===== config.mk =====
export PLATFORM = sky130hd
export DESIGN_NAME = pwm_core_flat
export DESIGN_NICKNAME = d
export VERILOG_FILES = /design/src/rtl/pwm_if.sv /design/src/rtl/pwm_core.sv /design/src/flat_wrapper.sv
export SDC_FILE = /design/constraint.sdc
export NUM_CORES = 1
export LEC_CHECK = 0
export ABC_AREA = 0
export CAP_MARGIN = 0
export CORE_ASPECT_RATIO = 1.75
export CORE_MARGIN = 3
export CORE_UTILIZATION = 56
export DETAILED_ROUTE_END_ITERATION = 10
export PLACE_DENSITY = 0.82
export SLEW_MARGIN = 20
export SYNTH_ARGS = -nofsm -noshare
export SYNTH_HDL_FRONTEND = slang
export SYNTH_SLANG_ARGS = --single-unit

===== constraint.sdc =====
create_clock -name clk -period 3.7 [get_ports clk]
set_input_delay 0.555 -clock clk [delete_from_list [all_inputs] [get_ports clk]]
set_output_delay 0.555 -clock clk [all_outputs]
set_load 0.01 [all_outputs]

===== src/rtl/pwm_if.sv =====
// Register-block side bundle for the PWM core: settings flow in, waveform
// and status flow back out.
interface pwm_if #(
  parameter int CNT_W = 16
);
  logic             enable;
  logic [CNT_W-1:0] period;
  logic [CNT_W-1:0] duty_cycle;
  logic [CNT_W-1:0] prescaler;
  logic             pwm_out;
  logic             pwm_running;
  logic             period_done;

  // Register block drives settings and reads status.
  modport master (
    output enable, period, duty_cycle, prescaler,
    input  pwm_out, pwm_running, period_done
  );

  // PWM core consumes settings and drives the pin and status.
  modport slave (
    input  enable, period, duty_cycle, prescaler,
    output pwm_out, pwm_running, period_done
  );
endinterface


===== src/rtl/pwm_core.sv =====
// PWM waveform generator. Settings are shadowed and only take effect at a
// period boundary, so a register write never produces a runt pulse.
// pwm_out is derived from next-state values, so it lines up with the
// counter without an extra cycle of latency.
module pwm_core #(
  parameter int CNT_W       = 16,
  parameter bit ACTIVE_HIGH = 1'b1
) (
  input logic  clk,
  input logic  reset,
  pwm_if.slave bus
);

  typedef enum logic [1:0] {
    IDLE     = 2'd0,
    RUN      = 2'd1,
    STOPPING = 2'd2
  } state_t;

  localparam logic INACTIVE = logic'(!ACTIVE_HIGH);

  state_t           state, state_n;
  logic [CNT_W-1:0] cnt, cnt_n;
  logic [CNT_W-1:0] pre_cnt, pre_cnt_n;
  logic [CNT_W-1:0] per_sh, per_sh_n;
  logic [CNT_W-1:0] duty_sh, duty_sh_n;
  logic [CNT_W-1:0] pre_sh, pre_sh_n;
  logic             pwm_q, pwm_n;
  logic             running_q, running_n;
  logic             done_q, done_n;
  logic             tick;
  logic             period_end;
  logic             load;
  logic             active;

  // Next-state logic: FSM, prescaler/period counters, shadow reloads, outputs.
  always_comb begin
    // NOTE: every signal gets a default before the case so no path leaves
    // one unassigned; a missing default here would infer a latch.
    state_n    = state;
    cnt_n      = cnt;
    pre_cnt_n  = pre_cnt;
    per_sh_n   = per_sh;
    duty_sh_n  = duty_sh;
    pre_sh_n   = pre_sh;
    done_n     = 1'b0;
    tick       = 1'b0;
    period_end = 1'b0;
    load       = 1'b0;

    case (state)
      IDLE: begin
        if (bus.enable) begin
          state_n   = RUN;
          load      = 1'b1;
          cnt_n     = '0;
          pre_cnt_n = '0;
        end
      end

      RUN, STOPPING: begin
        tick = (pre_cnt == pre_sh);
        if (tick) begin
          pre_cnt_n = '0;
          if (cnt == per_sh) begin
            period_end = 1'b1;
            cnt_n      = '0;
          end else begin
            cnt_n = cnt + 1'b1;
          end
        end else begin
          pre_cnt_n = pre_cnt + 1'b1;
        end

        load   = period_end;
        done_n = period_end;

        // A re-assert while stopping resumes without a restart; a stop only
        // completes at a period boundary.
        if (bus.enable) begin
          state_n = RUN;
        end else if (period_end) begin
          state_n   = IDLE;
          cnt_n     = '0;
          pre_cnt_n = '0;
        end else begin
          state_n = STOPPING;
        end
      end

      default: state_n = IDLE;
    endcase

    if (load) begin
      per_sh_n  = bus.period;
      duty_sh_n = bus.duty_cycle;
      pre_sh_n  = bus.prescaler;
    end

    running_n = (state_n != IDLE);
    active    = running_n && (cnt_n < duty_sh_n);
    pwm_n     = active ? ~INACTIVE : INACTIVE;
  end

  // State, counters, shadows and registered outputs.
  // NOTE: reset is asynchronous so the pin drops to its inactive level at
  // once, without waiting for a clock edge.
  always_ff @(posedge clk or posedge reset) begin
    if (reset) begin
      state     <= IDLE;
      cnt       <= '0;
      pre_cnt   <= '0;
      per_sh    <= '0;
      duty_sh   <= '0;
      pre_sh    <= '0;
      pwm_q     <= INACTIVE;
      running_q <= 1'b0;
      done_q    <= 1'b0;
    end else begin
      // NOTE: non-blocking assignments so every register samples the values
      // from before this edge, independent of statement order.
      state     <= state_n;
      cnt       <= cnt_n;
      pre_cnt   <= pre_cnt_n;
      per_sh    <= per_sh_n;
      duty_sh   <= duty_sh_n;
      pre_sh    <= pre_sh_n;
      pwm_q     <= pwm_n;
      running_q <= running_n;
      done_q    <= done_n;
    end
  end

  assign bus.pwm_out     = pwm_q;
  assign bus.pwm_running = running_q;
  assign bus.period_done = done_q;

endmodule


===== src/flat_wrapper.sv =====
// flat-port wrapper written by rule: the top's interface ports become plain ports
module pwm_core_flat 
#(
  parameter int CNT_W       = 16,
  parameter bit ACTIVE_HIGH = 1'b1
)
  (clk, reset, bus_enable, bus_period, bus_duty_cycle, bus_prescaler, bus_pwm_out, bus_pwm_running, bus_period_done);
  pwm_if #(.CNT_W(CNT_W)) bus_i ();
  input logic clk;
  input logic reset;
  input wire logic [$bits(bus_i.enable)-1:0] bus_enable;
  input wire logic [$bits(bus_i.period)-1:0] bus_period;
  input wire logic [$bits(bus_i.duty_cycle)-1:0] bus_duty_cycle;
  input wire logic [$bits(bus_i.prescaler)-1:0] bus_prescaler;
  output wire logic [$bits(bus_i.pwm_out)-1:0] bus_pwm_out;
  output wire logic [$bits(bus_i.pwm_running)-1:0] bus_pwm_running;
  output wire logic [$bits(bus_i.period_done)-1:0] bus_period_done;
  assign bus_i.enable = bus_enable;
  assign bus_i.period = bus_period;
  assign bus_i.duty_cycle = bus_duty_cycle;
  assign bus_i.prescaler = bus_prescaler;
  assign bus_pwm_out = bus_i.pwm_out;
  assign bus_pwm_running = bus_i.pwm_running;
  assign bus_period_done = bus_i.period_done;
  pwm_core #(.CNT_W(CNT_W), .ACTIVE_HIGH(ACTIVE_HIGH)) u_core (.clk(clk), .reset(reset), .bus(bus_i));
endmodule

==> results of run 1 <==
[logic make-up after synthesis]
group	synth area share (%)
AND/OR/NAND/NOR	13.1
buffers and inverters	3.61
multiplexers	11.9
AO/OA/AOI/OAI	10.2
adder cells (fa/ha/maj)	5.32
XOR/XNOR	8.23
flip-flops	47.6
[worst max-delay path by stage]
stage / cells past startpoint / slack [ps] / end / from
floorplan: 16 / 350 / u_core.bus.pwm_out / u_core.pre_cnt[8]
global placement: 14 / -70 / u_core.bus.pwm_out / u_core.pre_cnt[15]
detailed placement: 14 / -170 / u_core.bus.pwm_out / u_core.pre_cnt[8]
CTS: 14 / 1 / u_core.bus.pwm_out / u_core.pre_cnt[8]
global route: 16 / -50 / u_core.bus.pwm_out / u_core.pre_cnt[10]
finish: 17 / 120 / u_core.bus.pwm_out / u_core.pre_sh[3]
[what timing repair did]
| item | CTS | global route |
|---|---|---|
| resized for setup | 3 | 12 |
| buffers inserted | 0 | 10 |
| endpoints found under the setup margin | 1 | 1 |
| hold buffers | 0 | 0 |
| pin swaps | 0 | 20 |
[metrics by stage]
stage,setup slack (ps),TNS (ps),utilization (%),total power (W)
floorplan,355,0,-,0.00249
global placement,-69.0,-69.0,68.5,0.00288
detailed placement,-174,-174,68.5,0.00295
CTS,1.18,0,72.2,0.00380
global route,-48.4,-48.4,73.9,0.00408
finish,120,0,73.9,0.00383
[sequential cells by signal (all words and copies together) (netlist names)]
name                    count
u_core.bus.period_done      1
u_core.bus.pwm_out          1
u_core.bus.pwm_running      1
u_core.cnt                 16
u_core.duty_sh             16
u_core.per_sh              16
u_core.pre_cnt             16
u_core.pre_sh              16
u_core.state                2
[Yosys cell counts (4+ instances only)]
cell	n	share of area [%]
mux2i_1	15	3.4
xnor2_1	21	4.1
inv_1	21	1.8
a31oi_1	7	0.98
clkbuf_1	4	0.34
ha_1	19	5.3
nand2_1	31	2.6
nor3_1	5	0.56
and3_1	4	0.56
o21ai_0	13	1.5
mux2_2	22	5.5
nand4_1	12	1.7
nor4_1	6	0.84
a21oi_1	9	1.0
dfrtp_1	85	48
xor2_1	21	4.1
o31ai_1	4	0.67
nor2_1	21	1.8
mux2_1	12	3.0
nand3_1	8	0.90
o21ai_1	20	2.2
[critical path: stages, from the launching register on]
cell and delay (ps):
dfrtp_1 400, xnor2_1 180, nand4_1 150, or4_4 610, buf_8 160, o211ai_4 270, buf_6 170, a31oi_1 40
o21ai_0 240, o21ai_2 110, ha_1 290, a21oi_1 130, nor2b_1 60, o21ai_0 170, nand2_1 90, a21oi_2 120
o211ai_1 110, a211oi_2 200
[layer usage]
layer,wire (um),GRT usage (%),up-vias
met5,0,0,-
met4,677,18.5,0
met3,315,4.77,52
met2,5950,45.0,95
met1,3590,22.5,1713
li1,-,-,1632
[power breakdown]
group / internal (W) / switching (W)
sequential: 0.00125 / 0.000193
combinational: 0.000745 / 0.000821
clock: 0.000491 / 0.000338
total: 0.00248 / 0.00135
[area by class of cell]
cell class              instances  area, sq um  area share (%)
clock buffers                  15          268            4.72
clock inverters                 1         5.00          0.0883
inverters                      23         87.6            1.55
multi-input cells             289         2230            39.4
flip-flops and latches         85         2130            37.5
well taps                      88          110            1.94
repair buffers                 90          836            14.7
==> flow_summary.toml, run 1 <==
[clocking]
h-tree-depth = 3
path_clk_slew_ps = 60
clkSinkCount = 85
cts-buffers-inserted = 9
cts_tree = "done"
clk_latency_ps = 340
clock-root-buffer = "clkbuf_16"
cts_buffer_depth = 2

[setup_path]
reg2reg_depth = 17
worstSetupPathType = "reg -> reg"
start_kind = "register"
regToRegEndpoint = "u_core.bus.pwm_out"
r2r_start = "u_core.pre_sh[3]"
regToRegSetupSlack_ps = 120
endpoint_kind = "register"
crit_required_ps = 3960
worst-endpoint-arrival_ps = 3840
cp_max_fo = 5

[pwr]
power.leakage_nw = 2.65
irDropWorstVdd_mv = 0.389
p_per_area_nw_per_um2 = 677

[final_layout]
stdcell_area_sq_um = 5670
area_growth_pct = 26.8
final_common_cell = "dfrtp_1"
instances_no_fill = 591
nNetsFinal = 568
nFillCells = 567
diodes = 0
drive_above_1_share_pct = 19.3
final_cell_mix = "85 x dfrtp_1, 53 x clkdlybuf4s50_1, 33 x buf_4"

[floorplanning]
die_area_sq_um = 9130
core_sq_um = 7670
dieWidth_um = 73.5
dieHeight_um = 124
pin_count = 54
rows = 42
start_util_pct = 58.3

[placement]
gp_congestion = 0.903
dpl.hpwl_um = 7980
dp.cells = 565
placedInstanceArea_sq_um = 5250
numPortBuffers = 53

[yosys]
synth_area_per_cell_sq_um = 10.9
syn_area_sq_um = 4470
synth_cell_type_count = 51
synth-seq-cells = 85
synth_cells = 409
synth_edf_count = 0
syn-num-nets = 479
ys_seq_area_share_pct = 47.6
synthArstFlopShare_pct = 100
yosysWarnings = 0
synthFlopType = "dfrtp_1"

[timing]
worst_slew_pin_slew_ps = 931
rsz0062_at_grt = "true"
timing.slew.headroom_pct = 37.9
setup_viol = 0
finalCritPeriodShare_pct = 96.7
finalCriticalPeriod_ps = 3580
clock.fmax_mhz = 279
finalClockSkew_ps = 5.13
finalHoldViolations = 0
drv_slew = 0
holdWs_ps = 493

[hold_path]
holdPathStages = 2
hp-start = "u_core.duty_sh[9]"
hold_path.class = "reg -> reg"
min_to = "u_core.duty_sh[9]"

[global_route]
grtUsageTotal_pct = 24.4
grt_max_degree = 53
grt_pass1_vias = 3715
antenna_found_initial = 0
grt_pass1_wl_um = 16600
grt.overflow.total = 0

[drt]
drc = 0
first_iter_violations = 216
wl_um = 10500
dr.pass1.iters = 4
wl_per_cell_um = 17.8
vias = 3492
drt-vias-per-instance = 5.91
ant_nets = 0

[outcome]
status = "completed"

[job]
cap_violations = 0
No activity file was read; power rests on OpenSTA's default activity.
==> run 2, diff against run 1 <==
--- a/config.mk
+++ b/config.mk
@@ -8,7 +8,7 @@
 export ABC_AREA = 0
 export CAP_MARGIN = 0
 export CORE_ASPECT_RATIO = 1.75
-export CORE_MARGIN = 3
+export CORE_MARGIN = 10
 export CORE_UTILIZATION = 56
 export DETAILED_ROUTE_END_ITERATION = 10
 export PLACE_DENSITY = 0.82
==> run 2 against run 1 <==
Against the previous run: critical path depth is 3 lower; clock skew is 1.0 ps higher; combinational power hardly changed; sequential power hardly changed; largest cell class unchanged; count of clock-buffer cells in the layout is 6 lower; routed wire length is 4.6% higher; global-route usage is 5.4 points lower; clock power is 9.0% higher; critical path type unchanged; register-to-register slack worse by 80 ps; sequential share of layout area is 0.26 points lower; critical endpoint unchanged; design area is 0.68% higher; flip-flop and latch count stayed put.
==> flow_summary.toml, run 2 (synthesized netlist as in run 1, its figures left out) <==
[drt]
wl_um = 11000
dr.pass1.iters = 4
wl_met2_um = 6380
dr.max_layer_used = "met4"
wl_met3_um = 368
first_iter_violations = 145
drt-vias-per-instance = 5.74
wl_met1_um = 3670
wl_per_cell_um = 18.5
drc = 0
ant_nets = 0
vias = 3421

[final_layout]
area_growth_pct = 27.7
multi_input_area_sq_um = 2220
nFillCells = 548
diodes = 0
final_common_cell = "dfrtp_1"
drive_above_1_share_pct = 20.4
seqCellArea_sq_um = 2130
nNetsFinal = 571
stdcell_area_sq_um = 5710
final_cell_mix = "85 x dfrtp_1, 53 x clkdlybuf4s50_1, 37 x buf_4"

[pwr]
power.leakage_nw = 2.66
irDropWorstVdd_mv = 0.453
p_per_area_nw_per_um2 = 682

[job]
cap_violations = 0

[timing]
worst_slew_pin_slew_ps = 811
finalHoldViolations = 0
rsz0062_at_grt = "true"
finalClockSkew_ps = 6.16
finalCritPeriodShare_pct = 98.9
drv_slew = 0
setup_viol = 0
timing.slew.headroom_pct = 45.8
finalCriticalPeriod_ps = 3660
setup_tns_ps = 0
clock.fmax_mhz = 273

[hold_path]
hp-start = "u_core.duty_sh[14]"
hold_path.class = "reg -> reg"
holdPathStages = 2

[floorplanning]
rows = 43
core_sq_um = 7860
die_area_sq_um = 12100
dieWidth_um = 87.5
dieHeight_um = 138
pin_count = 54
start_util_pct = 56.9

[clocking]
clkSinkCount = 85
h-tree-depth = 3
cts_tree = "done"
cts-buffers-inserted = 9
cts_buffer_depth = 2
cts_hold_buf = 0
clock-root-buffer = "clkbuf_16"
path_clk_slew_ps = 60
clk_latency_ps = 350

[setup_path]
worstSetupPathType = "reg -> reg"
max_stage_delay_ps = 630
worst-endpoint-arrival_ps = 3880
r2r_start = "u_core.pre_cnt[14]"
start_kind = "register"
regToRegSetupSlack_ps = 40
endpoint_kind = "register"
crit_required_ps = 3920
path_common_cell = "nand4_1"
reg2reg_depth = 14
path_cells = "xnor2_1, nand4_1, or4_4, buf_6, nor4_4, nor2b_4, nand2_1, o21ai_2, ha_1, nand4_1, nor3_2, o2111a_2, o41a_1, a211oi_2"
crit_start = "u_core.pre_cnt[14]"
crit_slowest_cell = "or4_4"
cp_max_fo = 5

[placement]
dpl.hpwl_um = 8470
gp_congestion = 0.891
numPortBuffers = 53
placedInstanceArea_sq_um = 5310

[global_route]
grt_pass1_wl_um = 18100
grtUsageTotal_pct = 19.0
antenna_found_initial = 0
grt_max_degree = 86
grt.overflow.total = 0
grt_pass1_vias = 3793

[outcome]
status = "completed"
## run 2: cell types whose count changed in the layout (fill, tap and decap cells not counted), moves of 2 or more
cell        before  now
buf_4           33   37
clkbuf_1         4    0
clkbuf_8         2    0
clkinvlp_4       0    5
## run 2: power breakdown
group	leakage, nW	internal, W	switching (W)	total, W
logic	1.46	0.000735	0.000824	0.00156
registers	1.07	0.00125	0.000182	0.00143
clock network	0.130	0.000523	0.000380	0.000904
## run 2: cell type report
type | count | area share (%)
timing repair buffer | 93 | 15.1
clock buffer | 9 | 3.95
sequential | 85 | 37.3
multi-input combinational | 289 | 38.9
clock inverter | 7 | 1.34
tap | 90 | 1.97
inverter | 23 | 1.53
## run 2: repair_timing
item,4_1_cts,5_1_grt
resized for setup,3,7
pin swaps,3,12
setup buffers,0,8
endpoints found under the setup margin,1,1
## run 2: stage by stage
stage / utilization, % / hold WS, ps / setup WS, ps / power (W) / instances
after CTS: 71.7 / 499 / 15.8 / 0.00389 / 589
final: 72.7 / 493 / 42.2 / 0.00389 / 596
after detailed placement: 67.6 / 484 / -200 / 0.00298 / 573
after floorplan: - / 457 / 355 / 0.00249 / 409
after global placement: 67.6 / 476 / -54.9 / 0.00290 / 573
after global routing: 72.7 / 520 / -180 / 0.00414 / 596
## run 2: worst paths after layout
kind | to
max in group asynchronous | u_core.per_sh[6]
setup reg to reg | u_core.bus.pwm_out
hold reg to reg | u_core.duty_sh[14]
hold / removal | u_core.duty_sh[14]
setup / recovery | u_core.bus.pwm_out
min in group asynchronous | u_core.pre_sh[10]
## run 2: routing by layer
| metal | global-route usage, % | up-vias |
|---|---|---|
| met2 | 34.7 | 78 |
| met1 | 17.2 | 1663 |
| met4 | 13.0 | 0 |
| li1 | - | 1639 |
| met3 | 4.24 | 41 |
| met5 | 0 | - |
## run 2: worst max-delay path: cells and delay by family (launching register included)
kind	cells	cell delay (ps)
simple gates	7	1980
compound gates	4	650
flops	1	400
fa+ha+maj	1	180
buf+inv	1	170
xor+xnor	1	160
==> run 3, diff against run 2 <==
--- a/config.mk
+++ b/config.mk
@@ -12,6 +12,7 @@
 export CORE_UTILIZATION = 56
 export DETAILED_ROUTE_END_ITERATION = 10
 export PLACE_DENSITY = 0.82
+export SETUP_SLACK_MARGIN = 0.1
 export SLEW_MARGIN = 20
 export SYNTH_ARGS = -nofsm -noshare
 export SYNTH_HDL_FRONTEND = slang
==> run 3 against run 2 <==
Against the previous run: count of clock-buffer cells in the layout stayed put; register-to-register slack better by 80 ps; setup slack better by 80 ps; clock skew is 2.5 ps higher; first-iteration DRC count is 10% higher; flip-flop and latch count stayed put; die area stayed put; non-clock buffer count stayed put; core utilization is 0.096 points higher; sequential share of layout area hardly changed; routed wire length is 0.54% lower; fmax is 2.2% higher; critical endpoint unchanged; highest routed layer unchanged.
==> flow_summary.toml, run 3 (synthesized netlist as in run 1, its figures left out) <==
[drt]
dr.pass1.iters = 4
first_iter_violations = 160
ant_nets = 0
wl_per_cell_um = 18.4
drc = 0
drt-vias-per-instance = 5.76
vias = 3434
wl_um = 11000

[timing]
rsz0062_at_grt = "true"
timing.slew.headroom_pct = 44.3
clock.fmax_mhz = 279
holdWs_ps = 494
drv_slew = 0
finalCritPeriodShare_pct = 96.7
worst_slew_pin_slew_ps = 834
setup_viol = 0
finalCriticalPeriod_ps = 3580
fin_ws_ps = 122
setup_tns_ps = 0
finalClockSkew_ps = 8.64
finalHoldViolations = 0

[clocking]
cts_tree = "done"
clock-root-buffer = "clkbuf_16"
cts_buffer_depth = 2
cts-buffers-inserted = 9
clkSinkCount = 85
path_clk_slew_ps = 60
clk_latency_ps = 350
h-tree-depth = 3

[setup_path]
path_common_cell = "buf_4"
worstSetupPathType = "reg -> reg"
worst-endpoint-arrival_ps = 3840
crit_start = "u_core.pre_cnt[14]"
crit_required_ps = 3970
r2r_start = "u_core.pre_cnt[14]"
endpoint_kind = "register"
max_stage_delay_ps = 400
start_kind = "register"
cp_max_fo = 29
path_cells = "xnor2_1, nand4_1, buf_4, nor4_1, buf_4, a32o_1, nand2_2, buf_4, buf_4, mux2i_1, ha_1, o21a_1, o2111a_1, buf_4, a211oi_2"
crit_slowest_cell = "dfrtp_1"

[placement]
dp.cells = 573
gp_congestion = 0.891
dp_slack_ps = -200
numPortBuffers = 53
dpl.hpwl_um = 8470

[final_layout]
nNetsFinal = 571
final_cell_mix = "85 x dfrtp_1, 53 x clkdlybuf4s50_1, 36 x buf_4"
drive_above_1_share_pct = 20.4
area_growth_pct = 27.9
final_common_cell = "dfrtp_1"
diodes = 0
instances_no_fill = 596

[global_route]
grtUsageTotal_pct = 19.1
grt_max_degree = 86
grt_pass1_vias = 3819
use_met2_pct = 34.9
grt_pass1_wl_um = 18300
antenna_found_initial = 0
globalRoute.busiestLayer = "met2"
met1_usage_pct = 17.3
grt_util_met3_pct = 5.00
grt.overflow.total = 0

[pwr]
p_total_w = 0.00390
p_per_area_nw_per_um2 = 683
power.leakage_nw = 2.67
irDropWorstVdd_mv = 0.453

[floorplanning]
dieWidth_um = 87.5
dieHeight_um = 138
start_util_pct = 56.9
pin_count = 54
core_sq_um = 7860
rows = 43
die_area_sq_um = 12100

[hold_path]
hold_path.class = "reg -> reg"
hp-start = "u_core.duty_sh[14]"

[job]
cap_violations = 0

[outcome]
status = "completed"
## run 3: changes by cell type in the layout (fill, tap and decap cells not counted)
| cell | change |
|---|---|
| buf_4 | -1 |
| buf_6 | +1 |
| o2111a_1 | +1 |
| o2111a_2 | -1 |
| o31ai_1 | -1 |
| o31ai_2 | +1 |
## run 3: timing repair
action,CTS,global route
setup buffers,6,1
setup endpoints to repair,1,1
pin swaps,9,1
hold buffers,0,0
gates resized for setup,8,3
## run 3: per-layer routing
metal  wire (um)  share of wire (%)  up-vias
met5           0                  0        -
met4         623                5.7        0
met3         391                3.6       41
met2        6330                 58       83
met1        3610                 33     1672
li1            -                  -     1638
## run 3: path summary, 6_finish.rpt
check                                     endpoint  slack [ps]  depth (start not counted)
worst max-delay path            u_core.bus.pwm_out         120                         15
worst min-delay path            u_core.duty_sh[14]         490                          2
worst max register to register  u_core.bus.pwm_out         120                         15
worst min register to register  u_core.duty_sh[14]         490                          2
max in group asynchronous            u_core.cnt[6]        2710                          3
min in group asynchronous        u_core.pre_sh[10]         620                          3
## run 3: cell type report
class | instances | area (sq um)
multi-input combinational | 289 | 2220
fill | 555 | 2140
sequential | 85 | 2130
timing repair buffer | 93 | 863
clock buffer | 9 | 225
tap | 90 | 113
inverter | 23 | 87.6
clock inverter | 7 | 76.3
## run 3: critical path, delay by kind of cell, from the launching register on
family          cells  cell delay, ps
compound gates      4             830
fa+ha+maj           1             260
simple gates        3             600
flops               1             400
buf+inv             5             970
xor+xnor            1             180
mux                 1             250
## run 3: stage by stage
step           utilization [%]  instance area (sq um)
6_report                  72.7                   5710
5_1_grt                   72.7                   5710
4_1_cts                   72.5                   5690
3_5_place_dp              67.6                   5310
3_3_place_gp              67.6                   5310
2_1_floorplan                -                   4470
## run 3: where the power goes
group / total, W / internal (W) / leakage [nW] / switching [W]
Clock: 0.000904 / 0.000523 / 0.130 / 0.000381
Sequential: 0.00143 / 0.00125 / 1.07 / 0.000184
Combinational: 0.00157 / 0.000742 / 1.47 / 0.000825
Total: 0.00390 / 0.00251 / 2.67 / 0.00139
